## src/rtl/fib_alu_sequencer.sv

```systemverilog
// fib_alu_sequencer
//
// Multi-cycle controller that computes fib(n) mod 2^N. It has no adder or
// comparator of its own. It time-multiplexes an external two-operand ALU:
// ADD produces the next term, and SUB both decrements the loop count and
// tests it for zero through the ALU zero flag.
//
// Optional build macro: FIB_OVF_EN
//   Defined   : ovf is a sticky flag. It is set when the returned term has
//               wrapped past 2^N.
//   Undefined : ovf is tied to 0.
//
// Ports
//   clk, rst                  clock (rising edge); synchronous active-high reset
//   start_valid/start_ready   request handshake; n_in is sampled at acceptance
//   result_valid/result_ready result handshake; result holds fib(n)
//   busy                      high whenever the sequencer is not idle
//   ovf                       sticky wrap flag (FIB_OVF_EN only)
//   alu_a, alu_b, alu_ctrl    operands and opcode driven to the shared ALU
//   alu_result, alu_zero      combinational ALU return path
module fib_alu_sequencer #(
  parameter int N = 32
) (
  input  logic         clk,
  input  logic         rst,
  input  logic         start_valid,
  output logic         start_ready,
  input  logic [N-1:0] n_in,
  output logic         result_valid,
  input  logic         result_ready,
  output logic [N-1:0] result,
  output logic         busy,
  output logic         ovf,
  output logic [N-1:0] alu_a,
  output logic [N-1:0] alu_b,
  output logic [3:0]   alu_ctrl,
  input  logic [N-1:0] alu_result,
  input  logic         alu_zero
);

  localparam logic [3:0] ALU_ADD = 4'b0010;
  localparam logic [3:0] ALU_SUB = 4'b0110;

  typedef enum logic [2:0] {
    IDLE  = 3'd0,
    CHECK = 3'd1,
    ADD   = 3'd2,
    DEC   = 3'd3,
    DONE  = 3'd4
  } state_t;

  state_t       state, state_nxt;
  logic [N-1:0] a, b, cnt, result_q;

  // State register and datapath registers. The spec fixes reset values for
  // the data as well, so everything here is reset.
  always_ff @(posedge clk) begin
    if (rst) begin
      state    <= IDLE;
      a        <= '0;
      b        <= {{(N-1){1'b0}}, 1'b1};
      cnt      <= '0;
      result_q <= '0;
    end else begin
      state <= state_nxt;
      case (state)
        IDLE: begin
          if (start_valid) begin
            cnt <= n_in;
            a   <= '0;
            b   <= {{(N-1){1'b0}}, 1'b1};
          end
        end
        CHECK: begin
          if (alu_zero) result_q <= a;
        end
        ADD: begin
          a <= b;
          b <= alu_result;
        end
        DEC: begin
          cnt <= alu_result;
          // a is not updated in DEC, so it already holds fib(n) here.
          if (alu_zero) result_q <= a;
        end
        default: ;
      endcase
    end
  end

  // Next-state logic and ALU operand/opcode decode.
  always_comb begin
    state_nxt = state;
    alu_a     = '0;
    alu_b     = '0;
    alu_ctrl  = ALU_ADD;
    case (state)
      IDLE: begin
        if (start_valid) state_nxt = CHECK;
      end
      CHECK: begin
        alu_a     = cnt;
        alu_ctrl  = ALU_SUB;
        state_nxt = alu_zero ? DONE : ADD;
      end
      ADD: begin
        alu_a     = a;
        alu_b     = b;
        state_nxt = DEC;
      end
      DEC: begin
        alu_a     = cnt;
        alu_b     = {{(N-1){1'b0}}, 1'b1};
        alu_ctrl  = ALU_SUB;
        state_nxt = alu_zero ? DONE : ADD;
      end
      DONE: begin
        if (result_ready) state_nxt = IDLE;
      end
      default: state_nxt = IDLE;
    endcase
  end

  assign start_ready  = (state == IDLE);
  assign busy         = (state != IDLE);
  assign result_valid = (state == DONE);
  assign result       = result_q;

`ifdef FIB_OVF_EN
  logic b_ovf, ovf_q;

  // An unsigned sum has wrapped exactly when it is smaller than an addend.
  function automatic logic add_wrapped(input logic [N-1:0] sum,
                                       input logic [N-1:0] addend);
    return sum < addend;
  endfunction

  // b_ovf marks that the current b term has wrapped. b moves into a on
  // the same ADD edge, so ovf picks up b_ovf at that point. This keeps ovf
  // in step with whatever a (the eventual result) holds.
  always_ff @(posedge clk) begin
    if (rst) begin
      b_ovf <= 1'b0;
      ovf_q <= 1'b0;
    end else begin
      case (state)
        IDLE: begin
          if (start_valid) begin
            b_ovf <= 1'b0;
            ovf_q <= 1'b0;
          end
        end
        ADD: begin
          b_ovf <= add_wrapped(alu_result, b);
          ovf_q <= ovf_q | b_ovf;
        end
        default: ;
      endcase
    end
  end

  assign ovf = ovf_q;
`else
  assign ovf = 1'b0;
`endif

endmodule

```

## config.mk

```make
export PLATFORM = sky130hd
export DESIGN_NAME = fib_alu_sequencer
export DESIGN_NICKNAME = d
export VERILOG_FILES = /design/src/rtl/fib_alu_sequencer.sv
export SDC_FILE = /design/constraint.sdc
export NUM_CORES = 1
export LEC_CHECK = 0
export ABC_AREA = 1
export BUFFER_PORTS_ARGS = -buffer_cell sky130_fd_sc_hd__buf_2
export CELL_PAD_IN_SITES_DETAIL_PLACEMENT = 1
export CELL_PAD_IN_SITES_GLOBAL_PLACEMENT = 2
export CORE_MARGIN = 4
export CORE_UTILIZATION = 29
export DETAILED_ROUTE_END_ITERATION = 10
export GPL_ROUTABILITY_DRIVEN = 0
export HOLD_SLACK_MARGIN = 0.1
export MAX_ROUTING_LAYER = met4
export PLACE_DENSITY = 0.94
export SLEW_MARGIN = 40
export SYNTH_ARGS = -nofsm -noshare
export SYNTH_HDL_FRONTEND = slang
export SYNTH_SLANG_ARGS = --single-unit
```

## constraint.sdc

```tcl
create_clock -name clk -period 2.25 [get_ports clk]
set_input_delay 0.225 -clock clk [delete_from_list [all_inputs] [get_ports clk]]
set_output_delay 0.225 -clock clk [all_outputs]
set_load 0.03 [all_outputs]
```

; ---- After elaboration in Yosys (flattened, before gate mapping)
; Index checks and enable logic that the tools add are counted.
[op_classes]
reduce_logical = 9
eq_ne = 6
muxes = 13
[ops]
columns = op, n
row1 = $pmux 32 s2, 5
row2 = $mux 32, 3
row3 = $mux 3, 4
row4 = $pmux 3 s4, 1
row5 = $reduce_and 2->1, 4
row6 = $eq 3x2->1 const B, 2
row7 = $reduce_bool 2->1, 2
row8 = $eq 3x1->1 const B, 1
row9 = $eq 3x3->1 const B, 1
row10 = $logic_not 3->1, 1
row11 = $reduce_bool 3->1, 1
row12 = $ne 2x1->1 const B, 1
row13 = $ne 2x2->1 const B, 1
row14 = $reduce_or 2->1, 1
[word_totals]
output_inout_bits = 104
reg_bits = 131

; ---- Longest topological paths before layout
[logic_depth]
word_depth = 3
mapped_depth = 8
ltp_nobuf = 6

; ---- Worst setup path after synthesis
; Ideal clock, no wire load.
[synth_path]
path_type = reg2out
startpoint = reg state[0]
endpoint = out alu_a[0]
stages_incl_launch_ff = 5
arrival_time_ns = 1.418
setup_slack_ns = 0.607
path_buffers = 2
cell_sequence = dfxtp_1 buf_4 nand2_2 clkbuf_1 o21ai_0
[synth_via]
elab_chain_len = 3
word_cells_on_any_way = 5
[synth_rtl]
columns = item, line
row1 = start: declaration, 52  ; state_t state, state_nxt;
row2 = start signal: assignment, 65  ; state <= state_nxt;
row3 = $eq 3x2->1 / $eq 3x1->1 (equally long branches), 97  ; case (state)
row4 = $reduce_or 2->1 (no source line), n/a
row5 = $pmux 32 s2 *, 97
row6 = end: declaration, 34  ; output logic [N-1:0] alu_a,
; Mark *: on every way between the ends. The rest lies on a longest branch, timed or not.

; ---- Final worst setup path
[layout_path]
startpoint = reg state[2]
endpoint = out alu_a[31]
; Same word-level chain as after synthesis.

==> results.toml <==
[layout]
drive_above_1_share_pct = 22.6
regArea_um2 = 2630
multi_input_area_um2 = 2610
fin_nets = 1114
layout_common_cells = "291 x nand2_1, 166 x buf_2, 129 x dfxtp_1"
areaGrowthSynthToFinish_pct = 35.0
n_fill_cell = 2557
final_common_cell = "nand2_1"

[run_status]
status = "complete, no violations"

[route]
met1Wirelength_mm = 10.6
ant_nets = 0
top_layer = "met4"
drtPass1Iterations = 5
wl_met2_mm = 10.4
wl_met3_um = 987
wl_per_cell_um = 16.9
wirelength_mm = 22.3
drtIter0Drc = 245
vias = 6239
vias_per_cell = 4.72
drc_errors = 0

[synth]
synth_fa_ha_area_share_pct = 0
synth_cell_types = 21
synth-seq-cells = 131
synth_compound_area_share_pct = 11.2
synth-xor-area-share_pct = 0
synth_ff_type = "dfxtp_1"
synth_area_leaders = "dfxtp_1 45%, nand2_1 19%, a21oi_1 8.2%, nand3_1 5.6%, inv_1 4.4%"
synth.mux.area_fraction_pct = 0
async_flop_share_pct = 0
synth_edf_count = 0
yosys_warnings = 0
synth_area_um2 = 5860
yosys.area.top_type_share_pct = 44.8
synth_top_family_by_area = "simple AND/OR/NAND/NOR gates"
synthSimpleGateAreaFrac_pct = 32.8
yosysTopAreaCell = "dfxtp_1"
ys_seq_area_share_pct = 44.8
synthCells = 870
syn_avg_cell_area_um2 = 6.73

[power_and_ir_drop]
ir_drop_mv = 0.503
leakagePower_nw = 3.80
cellPowerDensity_nw_per_um2 = 792

[worst_setup_path]
path_max_fanout = 22
end_kind = "primary output"
worstPathArrival_ns = 1.92
critical_path_class = "reg -> out"
crit_required_ns = 2.03
start_kind = "flop"

[global_route]
grt.overflow.total = 0
grt_max_degree = 55
grt_pass1_wl_mm = 34.4
grt_pass1_vias = 6290
antenna_found_initial = 1
grt_usage_pct = 20.2

[clocking]
cts_buffer_depth = 2
root_buffer = "clkbuf_16"
cts_buffers = 17
clk_pin_slew_ns = 0.06
cts_max_level = 4
insertion_delay_ns = 0.42
cts.sinks = 131
cts_tree = "yes"

[floorplanning]
die_h_um = 150
pin_count = 173
die_area_um2 = 22500
core_area_um2 = 19700
die_w_um = 150
std_cell_rows = 51
start_util_pct = 29.8

[placed_design]
port_buffers = 168
pre_cts_slack_ns = 0.499
dpl.hpwl_mm = 15.2

[timing]
setup_viol = 0
max-slew-margin-rel_pct = 55.1
skew_ns = 0.00883
worst_pin_slew_ns = 0.672
fin_ws_ns = 0.105
fin_crit_ns = 2.14
max_clock_freq_mhz = 466
setup_tns_ns = 0
drv_slew = 0
finalCritPeriodShare_pct = 95.3
finalHoldViolations = 0

[hold_path]
hp-class = "in -> reg"

[job]
max-cap-violations = 0
==> Yosys cell counts (2+ instances only) <==
| library cell | instances |
|---|---|
| nand2_1 | 291 |
| dfxtp_1 | 131 |
| a21oi_1 | 96 |
| inv_1 | 68 |
| nor2_1 | 67 |
| nand3_1 | 65 |
| nand4_1 | 32 |
| clkbuf_1 | 26 |
| buf_2 | 21 |
| buf_4 | 21 |
| o21ai_0 | 19 |
| o21ai_1 | 15 |
| buf_1 | 4 |
| inv_2 | 4 |
| conb_1 | 2 |
| nand2_2 | 2 |
| nor2_4 | 2 |
==> sequential cells by signal, indices dropped and copies added, names as in the netlist <==
| register | count |
|---|---|
| a | 32 |
| state | 3 |
| b | 32 |
| result | 32 |
| cnt | 32 |
==> per-stage QoR <==
step           total power, W  instances  cell area, um2  hold WS, ns  util (%)
2_1_floorplan         0.00296        872            5860        0.369         -
3_5_place_dp          0.00322       1258            6900        0.452      35.1
6_report              0.00626       1323            7910        0.119      40.2
3_3_place_gp          0.00321       1258            6900        0.446      35.1
5_1_grt               0.00652       1323            7910        0.122      40.2
4_1_cts               0.00631       1319            7830        0.101      39.9
==> routing by layer <==
layer  GRT usage (%)  up-vias
met5               -        -
met4            6.22        0
met3            3.28       23
met2            31.8      151
met1            26.7     2961
li1                -     3104
==> path summary, 6_finish.rpt <==
kind            startpoint         end  slack [ns]  cells after the start
max               state[2]   alu_a[31]        0.11                      8
max reg2reg       state[2]  result[12]        0.58                      7
min reg2reg     result[29]  result[29]        0.46                      2
min          alu_result[2]        b[2]        0.12                      3
==> where the power goes <==
group	internal (W)	switching, W
clock network	0.00196	0.00107
registers	0.00240	0.0000278
logic	0.000258	0.000542
==> critical path, stage by stage (launching register included) <==
cell and delay (ns):
dfxtp_1 0.34, nor2_4 0.17, inv_2 0.07, nor2_4 0.13, buf_12 0.14, buf_12 0.17
nand2_1 0.06, o21ai_0 0.18, buf_4 0.25
==> cell families (layout without fill, tap and decap cells) <==
family	count (synthesis)	after routing
DFF	131	131
AOI/OAI and AO/OA	131	131
buffers and inverters	145	330
other	2	5
and+or+nand+nor	461	461
==> cell type report <==
| type | instances | area share, % |
|---|---|---|
| sequential | 131 | 33.2 |
| inverter | 73 | 3.46 |
| clock inverter | 13 | 2.64 |
| tap | 265 | 4.19 |
| clock buffer | 18 | 5.43 |
| timing repair buffer | 226 | 18.1 |
| multi-input combinational | 596 | 33.0 |
| antenna | 1 | 0.0316 |
==> timing repair <==
action                     4_1_cts  5_1_grt
setup buffers                    0        1
resized for setup                0        1
setup endpoints to repair        0        2
hold endpoints to repair        30        0
hold buffers                    30        0
No activity file was read; power rests on OpenSTA's default activity.
